$ cat config.mk
export PLATFORM = sky130hd
export DESIGN_NAME = decode_stage_flat
export DESIGN_NICKNAME = d
export VERILOG_FILES = /design/src/rtl/isa_pkg.sv /design/src/rtl/decode_stage_if.sv /design/src/rtl/inst_fields.sv /design/src/rtl/decode_stage.sv /design/src/flat_wrapper.sv
export SDC_FILE = /design/constraint.sdc
export NUM_CORES = 1
export LEC_CHECK = 0
export BUFFER_PORTS_ARGS = -buffer_cell sky130_fd_sc_hd__buf_2
export CAP_MARGIN = 10
export CORE_UTILIZATION = 57
export DETAILED_ROUTE_END_ITERATION = 8
export PLACE_DENSITY = 0.91
export SLEW_MARGIN = 40
export SYNTH_ARGS = -nofsm -noshare
export SYNTH_HDL_FRONTEND = slang
export SYNTH_HIERARCHICAL = 1
export SYNTH_SLANG_ARGS = --single-unit
$ cat constraint.sdc
create_clock -name clk -period 2.37 [get_ports clk]
set_clock_uncertainty 0.15 [all_clocks]
set_input_delay 0.237 -clock clk [delete_from_list [all_inputs] [get_ports clk]]
set_output_delay 0.237 -clock clk [all_outputs]
set_load 0.03 [all_outputs]
$ cat src/rtl/isa_pkg.sv
// Shared ISA constants and the decoded-field record used across the decode stage.
package isa_pkg;

   localparam int unsigned INST_W  = 32;
   localparam int unsigned OPC_W   = 6;
   localparam int unsigned REG_W   = 5;
   localparam int unsigned SHAMT_W = 5;
   localparam int unsigned FUNCT_W = 6;
   localparam int unsigned ADDR_W  = 26;

   localparam logic [OPC_W-1:0] OP_BEQ  = 6'b000100;
   localparam logic [OPC_W-1:0] OP_BNE  = 6'b000101;
   localparam logic [OPC_W-1:0] OP_ANDI = 6'b001100;
   localparam logic [OPC_W-1:0] OP_ORI  = 6'b001101;
   localparam logic [OPC_W-1:0] OP_LUI  = 6'b001111;
   localparam logic [OPC_W-1:0] OP_SW   = 6'b101011;

   typedef struct packed {
      logic [OPC_W-1:0]   opcode;
      logic [REG_W-1:0]   rd;
      logic [REG_W-1:0]   rs;
      logic [REG_W-1:0]   rt;
      logic [SHAMT_W-1:0] shamt;
      logic [FUNCT_W-1:0] funct;
      logic [ADDR_W-1:0]  addr;
      logic               is_branch;
   } fields_t;

endpackage

$ cat src/rtl/decode_stage_if.sv
// Instruction-in / decoded-entry-out handshake bundle for the decode stage.
interface decode_stage_if #(
   parameter int unsigned XLEN = 32,
   parameter int unsigned PC_W = 32
);
   logic            in_valid;
   logic            in_ready;
   logic [31:0]     in_inst;
   logic [PC_W-1:0] in_pc;

   logic            out_valid;
   logic            out_ready;
   logic [5:0]      out_opcode;
   logic [4:0]      out_rd;
   logic [4:0]      out_rs;
   logic [4:0]      out_rt;
   logic [4:0]      out_shamt;
   logic [5:0]      out_funct;
   logic [XLEN-1:0] out_imm;
   logic [25:0]     out_addr;
   logic [PC_W-1:0] out_pc;
   logic            out_is_branch;

   modport slave (
      input  in_valid, in_inst, in_pc, out_ready,
      output in_ready, out_valid, out_opcode, out_rd, out_rs, out_rt,
             out_shamt, out_funct, out_imm, out_addr, out_pc, out_is_branch
   );

   modport master (
      output in_valid, in_inst, in_pc, out_ready,
      input  in_ready, out_valid, out_opcode, out_rd, out_rs, out_rt,
             out_shamt, out_funct, out_imm, out_addr, out_pc, out_is_branch
   );
endinterface

$ cat src/rtl/inst_fields.sv
// Purely combinational field extraction and immediate extension of one instruction word.
module inst_fields
   import isa_pkg::*;
#(
   parameter int unsigned XLEN = 32
) (
   input  logic [INST_W-1:0] inst,
   output fields_t           fields,
   output logic [XLEN-1:0]   imm
);
   logic [OPC_W-1:0] opc;

   assign opc = inst[31:26];

   always_comb begin
      fields.opcode    = opc;
      fields.rd        = inst[25:21];
      fields.rs        = (opc == OP_LUI) ? inst[25:21] : inst[20:16];
      fields.rt        = ((opc == OP_BEQ) || (opc == OP_BNE) || (opc == OP_SW)) ?
                         inst[25:21] : inst[15:11];
      fields.shamt     = inst[10:6];
      fields.funct     = inst[5:0];
      fields.addr      = inst[25:0];
      fields.is_branch = (opc == OP_BEQ) || (opc == OP_BNE);
   end

   always_comb begin
      if (opc == OP_LUI) begin
         imm = XLEN'({inst[15:0], 16'h0000});
      end else if ((opc == OP_ANDI) || (opc == OP_ORI)) begin
         imm = XLEN'(inst[15:0]);
      end else begin
         imm = {{(XLEN-16){inst[15]}}, inst[15:0]};
      end
   end
endmodule

$ cat src/rtl/decode_stage.sv
// Single-cycle decode stage with an output register plus one skid entry for full throughput.
module decode_stage
   import isa_pkg::*;
#(
   parameter int unsigned XLEN  = 32,
   parameter int unsigned PC_W  = 32,
   parameter int unsigned CNT_W = 16
) (
   input  logic              clk,
   input  logic              rst,
   input  logic              flush,
   decode_stage_if.slave     bus,
   output logic [CNT_W-1:0]  dec_count
);
   typedef struct packed {
      fields_t         f;
      logic [XLEN-1:0] imm;
      logic [PC_W-1:0] pc;
   } entry_t;

   fields_t         in_fields;
   logic [XLEN-1:0] in_imm;
   entry_t          in_entry;

   entry_t          or_q, or_d, sk_q, sk_d;
   logic            or_valid_q, or_valid_d;
   logic            sk_valid_q, sk_valid_d;
   logic            in_ready_q, in_ready_d;
   logic [CNT_W-1:0] cnt_q, cnt_d;
   logic            in_hs, out_hs;

   inst_fields #(.XLEN(XLEN)) u_fields (
      .inst   (bus.in_inst),
      .fields (in_fields),
      .imm    (in_imm)
   );

   assign in_entry = '{f: in_fields, imm: in_imm, pc: bus.in_pc};
   assign in_hs    = bus.in_valid && in_ready_q;
   assign out_hs   = or_valid_q && bus.out_ready;

   always_comb begin
      or_d       = or_q;
      sk_d       = sk_q;
      or_valid_d = or_valid_q;
      sk_valid_d = sk_valid_q;
      cnt_d      = cnt_q + CNT_W'(out_hs);
      if (flush) begin
         or_valid_d = 1'b0;
         sk_valid_d = 1'b0;
      end else if (out_hs || !or_valid_q) begin
         // in_ready is "SK empty", so an input handshake never coincides with a full SK
         if (sk_valid_q) begin
            or_d       = sk_q;
            sk_valid_d = 1'b0;
         end else if (in_hs) begin
            or_d       = in_entry;
            or_valid_d = 1'b1;
         end else begin
            or_valid_d = 1'b0;
         end
      end else if (in_hs) begin
         sk_d       = in_entry;
         sk_valid_d = 1'b1;
      end
      in_ready_d = !sk_valid_d;
   end

   always_ff @(posedge clk) begin
      if (rst) begin
         or_q       <= '0;
         sk_q       <= '0;
         or_valid_q <= 1'b0;
         sk_valid_q <= 1'b0;
         in_ready_q <= 1'b1;
         cnt_q      <= '0;
      end else begin
         or_q       <= or_d;
         sk_q       <= sk_d;
         or_valid_q <= or_valid_d;
         sk_valid_q <= sk_valid_d;
         in_ready_q <= in_ready_d;
         cnt_q      <= cnt_d;
      end
   end

   assign bus.in_ready      = in_ready_q;
   assign bus.out_valid     = or_valid_q;
   assign bus.out_opcode    = or_q.f.opcode;
   assign bus.out_rd        = or_q.f.rd;
   assign bus.out_rs        = or_q.f.rs;
   assign bus.out_rt        = or_q.f.rt;
   assign bus.out_shamt     = or_q.f.shamt;
   assign bus.out_funct     = or_q.f.funct;
   assign bus.out_imm       = or_q.imm;
   assign bus.out_addr      = or_q.f.addr;
   assign bus.out_pc        = or_q.pc;
   assign bus.out_is_branch = or_q.f.is_branch;
   assign dec_count         = cnt_q;
endmodule

$ cat src/flat_wrapper.sv
// flat-port wrapper written by rule: the top's interface ports become plain ports
module decode_stage_flat import isa_pkg::*;
#(
   parameter int unsigned XLEN  = 32,
   parameter int unsigned PC_W  = 32,
   parameter int unsigned CNT_W = 16
)
  (clk, rst, flush, dec_count, bus_in_valid, bus_in_inst, bus_in_pc, bus_out_ready, bus_in_ready, bus_out_valid, bus_out_opcode, bus_out_rd, bus_out_rs, bus_out_rt, bus_out_shamt, bus_out_funct, bus_out_imm, bus_out_addr, bus_out_pc, bus_out_is_branch);
  decode_stage_if #(.XLEN(XLEN), .PC_W(PC_W)) bus_i ();
  input  logic clk;
  input  logic rst;
  input  logic flush;
  output logic [CNT_W-1:0] dec_count;
  input wire logic [$bits(bus_i.in_valid)-1:0] bus_in_valid;
  input wire logic [$bits(bus_i.in_inst)-1:0] bus_in_inst;
  input wire logic [$bits(bus_i.in_pc)-1:0] bus_in_pc;
  input wire logic [$bits(bus_i.out_ready)-1:0] bus_out_ready;
  output wire logic [$bits(bus_i.in_ready)-1:0] bus_in_ready;
  output wire logic [$bits(bus_i.out_valid)-1:0] bus_out_valid;
  output wire logic [$bits(bus_i.out_opcode)-1:0] bus_out_opcode;
  output wire logic [$bits(bus_i.out_rd)-1:0] bus_out_rd;
  output wire logic [$bits(bus_i.out_rs)-1:0] bus_out_rs;
  output wire logic [$bits(bus_i.out_rt)-1:0] bus_out_rt;
  output wire logic [$bits(bus_i.out_shamt)-1:0] bus_out_shamt;
  output wire logic [$bits(bus_i.out_funct)-1:0] bus_out_funct;
  output wire logic [$bits(bus_i.out_imm)-1:0] bus_out_imm;
  output wire logic [$bits(bus_i.out_addr)-1:0] bus_out_addr;
  output wire logic [$bits(bus_i.out_pc)-1:0] bus_out_pc;
  output wire logic [$bits(bus_i.out_is_branch)-1:0] bus_out_is_branch;
  assign bus_i.in_valid = bus_in_valid;
  assign bus_i.in_inst = bus_in_inst;
  assign bus_i.in_pc = bus_in_pc;
  assign bus_i.out_ready = bus_out_ready;
  assign bus_in_ready = bus_i.in_ready;
  assign bus_out_valid = bus_i.out_valid;
  assign bus_out_opcode = bus_i.out_opcode;
  assign bus_out_rd = bus_i.out_rd;
  assign bus_out_rs = bus_i.out_rs;
  assign bus_out_rt = bus_i.out_rt;
  assign bus_out_shamt = bus_i.out_shamt;
  assign bus_out_funct = bus_i.out_funct;
  assign bus_out_imm = bus_i.out_imm;
  assign bus_out_addr = bus_i.out_addr;
  assign bus_out_pc = bus_i.out_pc;
  assign bus_out_is_branch = bus_i.out_is_branch;
  decode_stage #(.XLEN(XLEN), .PC_W(PC_W), .CNT_W(CNT_W)) u_core (.clk(clk), .rst(rst), .flush(flush), .bus(bus_i), .dec_count(dec_count));
endmodule
==> results of run 1 <==
-- power by group through the flow --
| stage | Clock, mW | Sequential (mW) | Combinational, mW |
|---|---|---|---|
| floorplan | 0 | 5.09 | 0.775 |
| global placement | 0 | 4.81 | 1.46 |
| detailed placement | 0 | 4.82 | 1.49 |
| CTS | 4.52 | 4.72 | 1.58 |
| global route | 4.73 | 4.74 | 1.72 |
| finish | 4.51 | 4.73 | 1.64 |
-- per-layer routing --
layer  vias to the layer above  track usage  routed length [um]  share of wire
met5                         -            0                   9        0.00021
met4                         2       0.2059                2329          0.055
met3                       221      0.06655                4115          0.097
met2                      1021       0.5609               19910           0.47
met1                      6211       0.4354               16000           0.38
li1                       5805            -                   -              -
-- metrics by stage --
step	cells	setup WS, ps	utilization	instance area, sq um
after global placement	1802	159.0	0.6257	13780
after CTS	1921	120.2	0.7014	15450
after floorplan	1502	108.7	-	12910
final	1923	85.63	0.7034	15490
after global routing	1923	2.950	0.7034	15490
after detailed placement	1802	127.7	0.6257	13780
-- final timing paths --
path | from | slack (ps) | endpoint
worst max-delay path | bus_in_inst[30] | 90 | u_core/bus.out_rs[1]
worst min-delay path | bus_in_inst[15] | 60 | u_core/sk_q[80]
worst max register to register | u_core/bus.out_valid | 100 | u_core/dec_count[14]
worst min register to register | u_core/sk_q[119] | 330 | u_core/sk_q[119]
-- worst max-delay path: stages --
cell	delay, ps
dlygate4sd3_1	540
buf_2	150
nand2b_1	200
or3_1	370
buf_12	190
mux2_2	310
mux2_2	260
nor4_1	190
nor3_1	80
-- synthesized netlist by cell type, types with 3 or more instances --
master	number	area (sq um)
a21oi_1	130	650.6
a31oi_1	123	769.5
and2_1	17	106.4
buf_1	6	22.52
buf_2	84	420.4
buf_4	54	405.4
buf_6	3	33.78
clkbuf_1	82	307.8
clkbuf_2	3	15.01
dfxtp_1	265	5305
ha_1	3	37.54
inv_1	23	86.33
mux2_1	62	698.2
mux2_2	75	844.6
mux2i_1	15	150.1
nand2b_1	3	18.77
nand3_1	130	650.6
nor2_1	11	41.29
nor2b_1	6	37.54
nor3_1	123	615.6
nor4_1	127	794.5
o21ai_0	123	615.6
o21ai_1	3	15.01
o31ai_1	4	30.03
or3_1	5	31.28
or4_1	4	30.03
-- registers in the layout, summed over array words and instances (netlist names) --
signal	count
u_core/sk_q	123
u_core/bus.out_imm	32
u_core/bus.out_pc	32
u_core/bus.out_addr	26
u_core/dec_count	16
u_core/bus.out_funct	6
u_core/bus.out_opcode	6
u_core/bus.out_rd	5
u_core/bus.out_rs	5
u_core/bus.out_rt	5
u_core/bus.out_shamt	5
u_core/bus.in_ready	1
u_core/bus.out_is_branch	1
u_core/bus.out_valid	1
u_core/sk_valid_q	1
-- cell families (layout without fill, tap and decap cells) --
group / Yosys count / count (layout)
AND/OR/NAND/NOR: 434 / 435
AO/OA/AOI/OAI: 389 / 389
flip-flops: 265 / 265
buffers and inverters: 256 / 395
multiplexers: 152 / 152
adder cells (fa/ha/maj): 3 / 3
XOR/XNOR: 3 / 3
other: 0 / 1
-- what timing repair did --
action | CTS | global route
endpoints found under the setup margin | 0 | 9
endpoints found under the hold margin | 115 | 0
hold buffers | 72 | 0
gates resized for setup | 0 | 7
-- cell type report --
class	instances	share of cell area
tap	280	0.02261
timing repair buffer	324	0.1555
sequential	265	0.3427
clock inverter	3	0.004199
clock buffer	44	0.05693
antenna	1	0.0001615
multi-input combinational	982	0.4118
inverter	24	0.006137
==> results.yml, run 1 <==
status:
  outcome: "finished, violations left"
  violations: "DRC"
timing:
  min_period_ps: 2284
  whs_ps: 59.69
  hold_viol_final: 0
  rsz0062_at_grt: "false"
  tightest_slew_ps: 681.9
  setup_viol: 0
  maxSlewViolCount: 0
  timing.fmax_ghz: 0.4378
  fin_crit_sh: 0.9639
  max_slew_margin: 0.5454
  setup_tns_ps: 0
cts:
  numClockSinks: 265
  root_buffer: "clkbuf_16"
  clk_latency_ps: 530
  clk_path_buf_depth: 3
  cts_made_buffers: 28
  htreeDepth: 1
  postCtsSetupRepairBufs: 0
  tritoncts: "yes"
  path_clk_slew_ps: 60
job:
  drv_cap: 0
synthesis:
  ys_warn_count: 6
  synth.cell_area_sq_um: 12910
  netlist_instances: 1502
  synth-adder-area-share: 0.002908
  synth_top_family_by_area: "simple AND/OR/NAND/NOR gates"
  post_synth_num_cell_types: 41
  synth_xor_area_frac: 0.002035
  synth_area_per_cell_sq_um: 8.594
  synth_seq_cells: 265
  synth_flop_cell: "dfxtp_1"
  synth_nets: 1574
  synth_compound_area_frac: 0.1656
  ys_async_sr_fraction: 0
  yosys.area_share.simple: 0.1870
  synth_mux_area_frac: 0.1311
  seq_area_frac_synth: 0.4110
  synth_edf_count: 0
layout:
  nNetsFinal: 1697
  seq_area_sq_um: 5310
  final_cell_mix: "263 x dfxtp_1, 207 x buf_2, 130 x nand3_1, 130 x a21oi_1"
  drive_above_1_share: 0.2357
  layout_commonest_cell: "dfxtp_1"
  multiInputGateArea_sq_um: 6380
  area.growth.synth_to_final_pct: 20.03
  fillCellCount: 1577
route:
  detail-route-antenna-nets: 0
  drt_iter0_drc: 1827
  drc: 8
  dr.pass1.iters: 9
  routed_wirelength_mm: 42.37
  vias: 13260
  wl_per_cell_um: 22.03
  vias_per_cell: 6.895
grt:
  grt.total_usage: 0.3482
  grt_pass1_wl_mm: 66.63
  grt_max_degree: 152
  gr-total-overflow: 0
  grt_pass1_vias: 12580
  antenna_found_initial: 3
pwr:
  cell_internal_pwr_mw: 7.931
  p_comb_frac: 0.151
  switching_share: 0.2708
  pwr-share-clk: 0.415
  netSwitchingPower_mw: 2.945
  seqPwrFrac: 0.435
  powerDensity_nw_per_um2: 701.9
  ir_drop_uv: 539.3
  leakage_nw: 5.870
  total_power_mw: 10.88
floorplan:
  die_h_um: 152.5
  rows: 54
  start_util: 0.5861
  io_pins: 210
  die_area_sq_um: 23250
  die_w_um: 152.5
  core-area_sq_um: 22030
setup_path:
  cp_max_fo: 36
  crit_required_ps: 2630
  reg2regPathDepth: 6
  criticalPathCategory: "in -> reg"
  end_kind: "flip-flop"
  critPathLaunchType: "input port"
  cp.arrival_ps: 2540
placed_design:
  gp_congestion: 0.8209
  portBuffers: 209
  hpwlAfterDp_mm: 22.89
worst_hold_path:
  hold_depth: 4
  hold_class: "in -> reg"
Power figures use the tool's default switching activity.
==> inputs of run 2 (changes only) <==
--- a/config.mk
+++ b/config.mk
@@ -5,11 +5,13 @@
 export SDC_FILE = /design/constraint.sdc
 export NUM_CORES = 1
 export LEC_CHECK = 0
+export ABC_AREA = 1
 export BUFFER_PORTS_ARGS = -buffer_cell sky130_fd_sc_hd__buf_2
 export CAP_MARGIN = 10
+export CORE_MARGIN = 2
 export CORE_UTILIZATION = 57
 export DETAILED_ROUTE_END_ITERATION = 8
-export PLACE_DENSITY = 0.91
+export PLACE_DENSITY = 0.81
 export SLEW_MARGIN = 40
 export SYNTH_ARGS = -nofsm -noshare
 export SYNTH_HDL_FRONTEND = slang
==> run 2 against run 1 <==
- the run now ends clean
- cell count is 16% higher
- hold slack better by 230 ps
- worst setup slack better by 140 ps
- design area is 7.5% lower
- critical path depth is 4 lower
- critical endpoint is now u_core/bus.in_ready
- largest cell class is now registers
- highest routed layer is now met4
==> results.yml, run 2 <==
layout:
  drive_above_1_share: 0.1521
  layout_commonest_cell: "nand2_1"
  insertedDiodeCount: 0
  nNetsFinal: 2003
  final_cell_mix: "458 x nand2_1, 296 x nor2_1, 264 x dfxtp_1"
  largest_register_ffs: 123
  area.growth.synth_to_final_pct: 19.29
  top_register: "u_core/sk_q"
pwr:
  cell_internal_pwr_mw: 7.731
  netSwitchingPower_mw: 2.737
  ir_drop_uv: 550.8
  powerDensity_nw_per_um2: 730.4
  pwr-share-clk: 0.422
  p_comb_frac: 0.126
  switching_share: 0.2615
  seqPwrFrac: 0.452
  leakage_nw: 6.639
floorplan:
  rows: 53
  die_w_um: 149.2
  start_util: 0.5770
  core-area_sq_um: 20820
  die_area_sq_um: 22260
  io_pins: 210
  die_h_um: 149.2
timing:
  setup_tns_ps: 0
  setup_slack_ps: 220.9
  maxSlewViolCount: 0
  max_slew_margin: 0.5747
  fin_crit_sh: 0.9068
  tightest_slew_ps: 637.9
  min_period_ps: 2149
  setup_viol: 0
  timing.fmax_ghz: 0.4653
  hold_viol_final: 0
  rsz0062_at_grt: "false"
synthesis:
  yosys.area.top_type_share: 0.4415
  synth_area_per_cell_sq_um: 6.804
  synth_nets: 1838
  synth.cell_area_sq_um: 12020
  synth_flop_cell: "dfxtp_1"
  synth_edf_count: 0
  yosys-top-cells-count: "458 x nand2_1, 296 x nor2_1, 265 x dfxtp_1"
  synth_seq_cells: 265
  netlist_instances: 1766
  seq_area_frac_synth: 0.4415
  ys_warn_count: 6
  synth_area_leaders: "dfxtp_1 44%, nand2_1 14%, o21ai_0 9.4%"
  synth_largest_area_cell: "dfxtp_1"
  synth_most_common_cell: "nand2_1"
  ys_async_sr_fraction: 0
  post_synth_num_cell_types: 31
route:
  routed_wirelength_mm: 31.44
  dr.pass1.iters: 5
  drt_iter0_drc: 883
  detail-route-antenna-nets: 0
  drc: 0
  vias: 11550
  wl_per_cell_um: 14.11
  vias_per_cell: 5.182
setup_path:
  criticalPathCategory: "reg -> reg"
  cp_max_fo: 4
  crit_required_ps: 2640
  cp_top_family: "buffers and inverters"
  cp_common_cell: "dlygate4sd3_1"
  crit_chain: "nand2_2 -> nor2_4 -> dlygate4sd3_1 -> nand3_1 -> dlygate4sd3_1"
  slowest_delay_ps: 580
  critPathLaunchType: "flip-flop"
  cp.arrival_ps: 2420
  end_kind: "flip-flop"
  cp_slowest_cell: "dlygate4sd3_1"
  critPathBufInv: 2
placed_design:
  hpwlAfterDp_mm: 18.58
  pre_cts_ws_ps: 495.4
  gp_congestion: 0.8513
  portBuffers: 209
grt:
  grt.total_usage: 0.2728
  antenna_found_initial: 0
  grt_max_degree: 126
  grt_pass1_vias: 10430
  gr-total-overflow: 0
  grt_pass1_wl_mm: 50.34
cts:
  clk_latency_ps: 550
  cts_made_buffers: 28
  tritoncts: "yes"
  numClockSinks: 265
  path_clk_slew_ps: 60
  postCtsSetupRepairBufs: 0
  root_buffer: "clkbuf_16"
  clk_path_buf_depth: 3
  htreeDepth: 1
worst_hold_path:
  hold_class: "reg -> reg"
status:
  outcome: "completed"
job:
  drv_cap: 0
==> run 2: changes by cell type after synthesis, sizes merged, moves of 110 or more <==
cell	delta
nand2	+461
nor2	+287
inv	+145
mux2	-137
nor4	-127
nor3	-123
o21ai	+123
a31oi	-122
nand3	-110
==> run 2: cell type report <==
type / instances / area [sq um]
clock buffer: 46 / 889.6
clock inverter: 6 / 57.56
fill: 1788 / 6490
inverter: 169 / 649.4
multi-input combinational: 1171 / 5069
sequential: 265 / 5309
tap: 275 / 344.1
timing repair buffer: 296 / 2014
==> run 2: logic make-up (layout without fill, tap and decap cells) <==
| group | count (synthesis) | after routing | share of synthesized area |
|---|---|---|---|
| simple gates | 785 | 785 | 0.2539 |
| compound gates | 381 | 381 | 0.1628 |
| xor+xnor | 2 | 2 | 0.001458 |
| flops | 265 | 265 | 0.4415 |
| fa+ha+maj | 3 | 3 | 0.003124 |
| buf+inv | 330 | 517 | 0.1372 |
==> run 2: power by group through the flow <==
stage / logic, mW / clock network (mW) / registers, mW
2_1_floorplan: 0.594 / 0 / 5.11
3_3_place_gp: 1.19 / 0 / 4.82
3_5_place_dp: 1.21 / 0 / 4.82
4_1_cts: 1.31 / 4.49 / 4.73
5_1_grt: 1.45 / 4.68 / 4.75
6_report: 1.32 / 4.42 / 4.73
==> run 2: final timing paths <==
kind                                             from                     to  cells past startpoint  slack [ps]
worst max-delay path             u_core/bus.out_valid    u_core/bus.in_ready                      5         220
worst min-delay path            u_core/bus.out_pc[13]  u_core/bus.out_pc[13]                      2         290
worst max register to register   u_core/bus.out_valid    u_core/bus.in_ready                      5         220
worst min register to register  u_core/bus.out_pc[13]  u_core/bus.out_pc[13]                      2         290
==> run 2: worst reg2reg max path, stage by stage (launching register included) <==
cell and delay (ps):
dfxtp_1 390, nand2_2 130, nor2_4 140, dlygate4sd3_1 570, nand3_1 80, dlygate4sd3_1 580
==> run 2: per-stage QoR <==
step | utilization | power, mW | area, sq um | hold slack, ps | cells
floorplan | - | 5.706 | 12020 | 213.6 | 1766
global placement | 0.6087 | 6.012 | 12670 | 278.7 | 2105
detailed placement | 0.6087 | 6.035 | 12670 | 280.7 | 2105
CTS | 0.6883 | 10.52 | 14330 | 289.9 | 2228
global route | 0.6883 | 10.87 | 14330 | 309.9 | 2228
finish | 0.6883 | 10.47 | 14330 | 287.8 | 2228
==> run 2: routing by layer <==
layer / vias up / GRT usage / routed length (um)
met1: 5253 / 0.3453 / 12850
met5: - / 0 / 0
met3: 68 / 0.04434 / 2432
met4: 0 / 0.09000 / 884
li1: 5775 / - / -
met2: 450 / 0.4742 / 15260
==> run 2: timing repair <==
| action | 4_1_cts | 5_1_grt |
|---|---|---|
| hold endpoints to repair | 134 | 0 |
| gates resized for setup | 0 | 0 |
| hold buffers | 71 | 0 |
==> inputs of run 3 (changes only) <==
--- a/config.mk
+++ b/config.mk
@@ -9,9 +9,9 @@
 export BUFFER_PORTS_ARGS = -buffer_cell sky130_fd_sc_hd__buf_2
 export CAP_MARGIN = 10
 export CORE_MARGIN = 2
-export CORE_UTILIZATION = 57
+export CORE_UTILIZATION = 51
 export DETAILED_ROUTE_END_ITERATION = 8
-export PLACE_DENSITY = 0.81
+export PLACE_DENSITY = 0.77
 export SLEW_MARGIN = 40
 export SYNTH_ARGS = -nofsm -noshare
 export SYNTH_HDL_FRONTEND = slang
==> constraint.sdc (replaced) <==
create_clock -name clk -period 1.94 [get_ports clk]
set_clock_uncertainty 0.15 [all_clocks]
set_input_delay 0.194 -clock clk [delete_from_list [all_inputs] [get_ports clk]]
set_output_delay 0.194 -clock clk [all_outputs]
set_load 0.03 [all_outputs]
==> run 3 against run 2 <==
- global-route usage decreased by 2.4 points
- clock power up 24%
- flip-flop and latch count unchanged
- register-to-register slack got worse by 50 ps
- cell count increased by 2.1%
- sequential power is 22% higher
- power rose by 23%
- first-iteration DRC count rose by 22%
==> results.yml, run 3 (synthesized netlist as in run 2, its figures left out) <==
cts:
  clk_latency_ps: 540
  numClockSinks: 265
  root_buffer: "clkbuf_16"
  path_clk_slew_ps: 60
  tritoncts: "yes"
  cts_made_buffers: 28
  htreeDepth: 1
  clk_path_buf_depth: 3
route:
  vias_per_cell: 5.055
  detail-route-antenna-nets: 0
  vias: 11500
  drc: 0
  routed_wirelength_mm: 32.13
  dr.pass1.iters: 6
  wl_per_cell_um: 14.12
  drt_iter0_drc: 1076
placed_design:
  gp_congestion: 0.8061
  hpwlAfterDp_mm: 19.61
  dp_cells: 2154
  pre_cts_ws_ps: 170.1
  portBuffers: 209
floorplan:
  die_area_sq_um: 24800
  die_w_um: 157.5
  core-area_sq_um: 23330
  io_pins: 210
  die_h_um: 157.5
  rows: 56
  start_util: 0.5150
layout:
  final_cells: 2275
  insertedDiodeCount: 0
  nNetsFinal: 2006
  fillCellCount: 2093
  final_cell_mix: "457 x nand2_1, 296 x nor2_1, 264 x dfxtp_1"
  drive_above_1_share: 0.1564
  layout_commonest_cell: "nand2_1"
  area.growth.synth_to_final_pct: 19.80
  largest_register_ffs: 123
  top_register: "u_core/sk_q"
timing:
  hold_viol_final: 0
  tightest_slew_ps: 681.3
  fin_crit_sh: 0.9299
  max_slew_margin: 0.5458
  maxSlewViolCount: 0
  setup_tns_ps: 0
  setup_slack_ps: 136.0
  setup_viol: 0
  min_period_ps: 1804
  timing.fmax_ghz: 0.5543
  rsz0062_at_grt: "false"
setup_path:
  critPathLaunchType: "input port"
  slowest_delay_ps: 540
  end_kind: "flip-flop"
  crit_chain: "dlygate4sd3_1 -> buf_2 -> nor2_4 -> nand3_4 -> inv_6 -> nand2_1 -> nand2_1 -> nand2_1 -> nand2_1 -> o21ai_0 -> a21oi_1"
  crit_required_ps: 2250
  cp.arrival_ps: 2120
  cp_common_cell: "nand2_1"
  criticalPathCategory: "in -> reg"
  cp_max_fo: 36
  cp_slowest_cell: "dlygate4sd3_1"
worst_hold_path:
  hold_class: "reg -> reg"
grt:
  grt_max_degree: 124
  gr-total-overflow: 0
  antenna_found_initial: 0
  grt_pass1_wl_mm: 50.76
  grt_pass1_vias: 10480
  grt.total_usage: 0.2485
pwr:
  ir_drop_uv: 540.6
  powerDensity_nw_per_um2: 894.1
  pwr-share-clk: 0.426
  switching_share: 0.2653
  seqPwrFrac: 0.449
  cell_internal_pwr_mw: 9.456
  leakage_nw: 6.656
  netSwitchingPower_mw: 3.414
  p_comb_frac: 0.125
status:
  outcome: "completed"
job:
  drv_cap: 0
[run 3: layout make-up]
type	instances	area, sq um	area share
flip-flops and latches	265	5309	0.3688
multi-input cells	1171	5079	0.3528
repair buffers	299	2007	0.1394
clock buffers	40	837.1	0.05815
inverters	169	649.4	0.04511
well taps	319	399.1	0.02773
clock inverters	12	113.9	0.007910
[run 3: per-stage QoR]
step                cell area (sq um)  utilization  total power [mW]  hold WS, ps
CTS                             14380       0.6165             12.94        290.4
detailed placement              12740       0.5461             7.382        281.0
finish                          14390       0.6169             12.87        288.4
global route                    14390       0.6169             13.37        304.6
floorplan                       12020            -             6.971        170.6
global placement                12740       0.5461             7.353        276.7
[run 3: path summary, 6_finish.rpt]
path / start / end / slack [ps] / cells past startpoint
setup reg to reg: u_core/bus.out_valid / u_core/sk_q[43] / 170 / 6
hold reg to reg: u_core/bus.out_pc[17] / u_core/bus.out_pc[17] / 290 / 2
hold / removal: u_core/bus.out_pc[17] / u_core/bus.out_pc[17] / 290 / 2
setup / recovery: bus_in_inst[31] / u_core/bus.out_imm[27] / 140 / 11
[run 3: per-layer routing]
layer,track usage,wire [um]
met5,0,0
met4,0.08485,907
met3,0.04543,2387
met2,0.4242,15300
met1,0.3156,13540
[run 3: power groups by stage]
stage	registers [mW]	clock network (mW)	logic, mW
2_1_floorplan	6.25	0	0.726
3_3_place_gp	5.89	0	1.47
3_5_place_dp	5.89	0	1.49
4_1_cts	5.78	5.56	1.60
5_1_grt	5.80	5.81	1.77
6_report	5.78	5.48	1.61
[run 3: repair_timing]
action / CTS / global route
buffers inserted: 0 / 0
hold buffers: 69 / 0
resized for setup: 0 / 2
endpoints found under the setup margin: 0 / 3
hold endpoints to repair: 152 / 0
[run 3: worst max-delay path, delay by kind of cell]
kind                   cells  cell delay [ps]
buffers and inverters      3              980
AND/OR/NAND/NOR            6              670
AO/OA/AOI/OAI              2              250
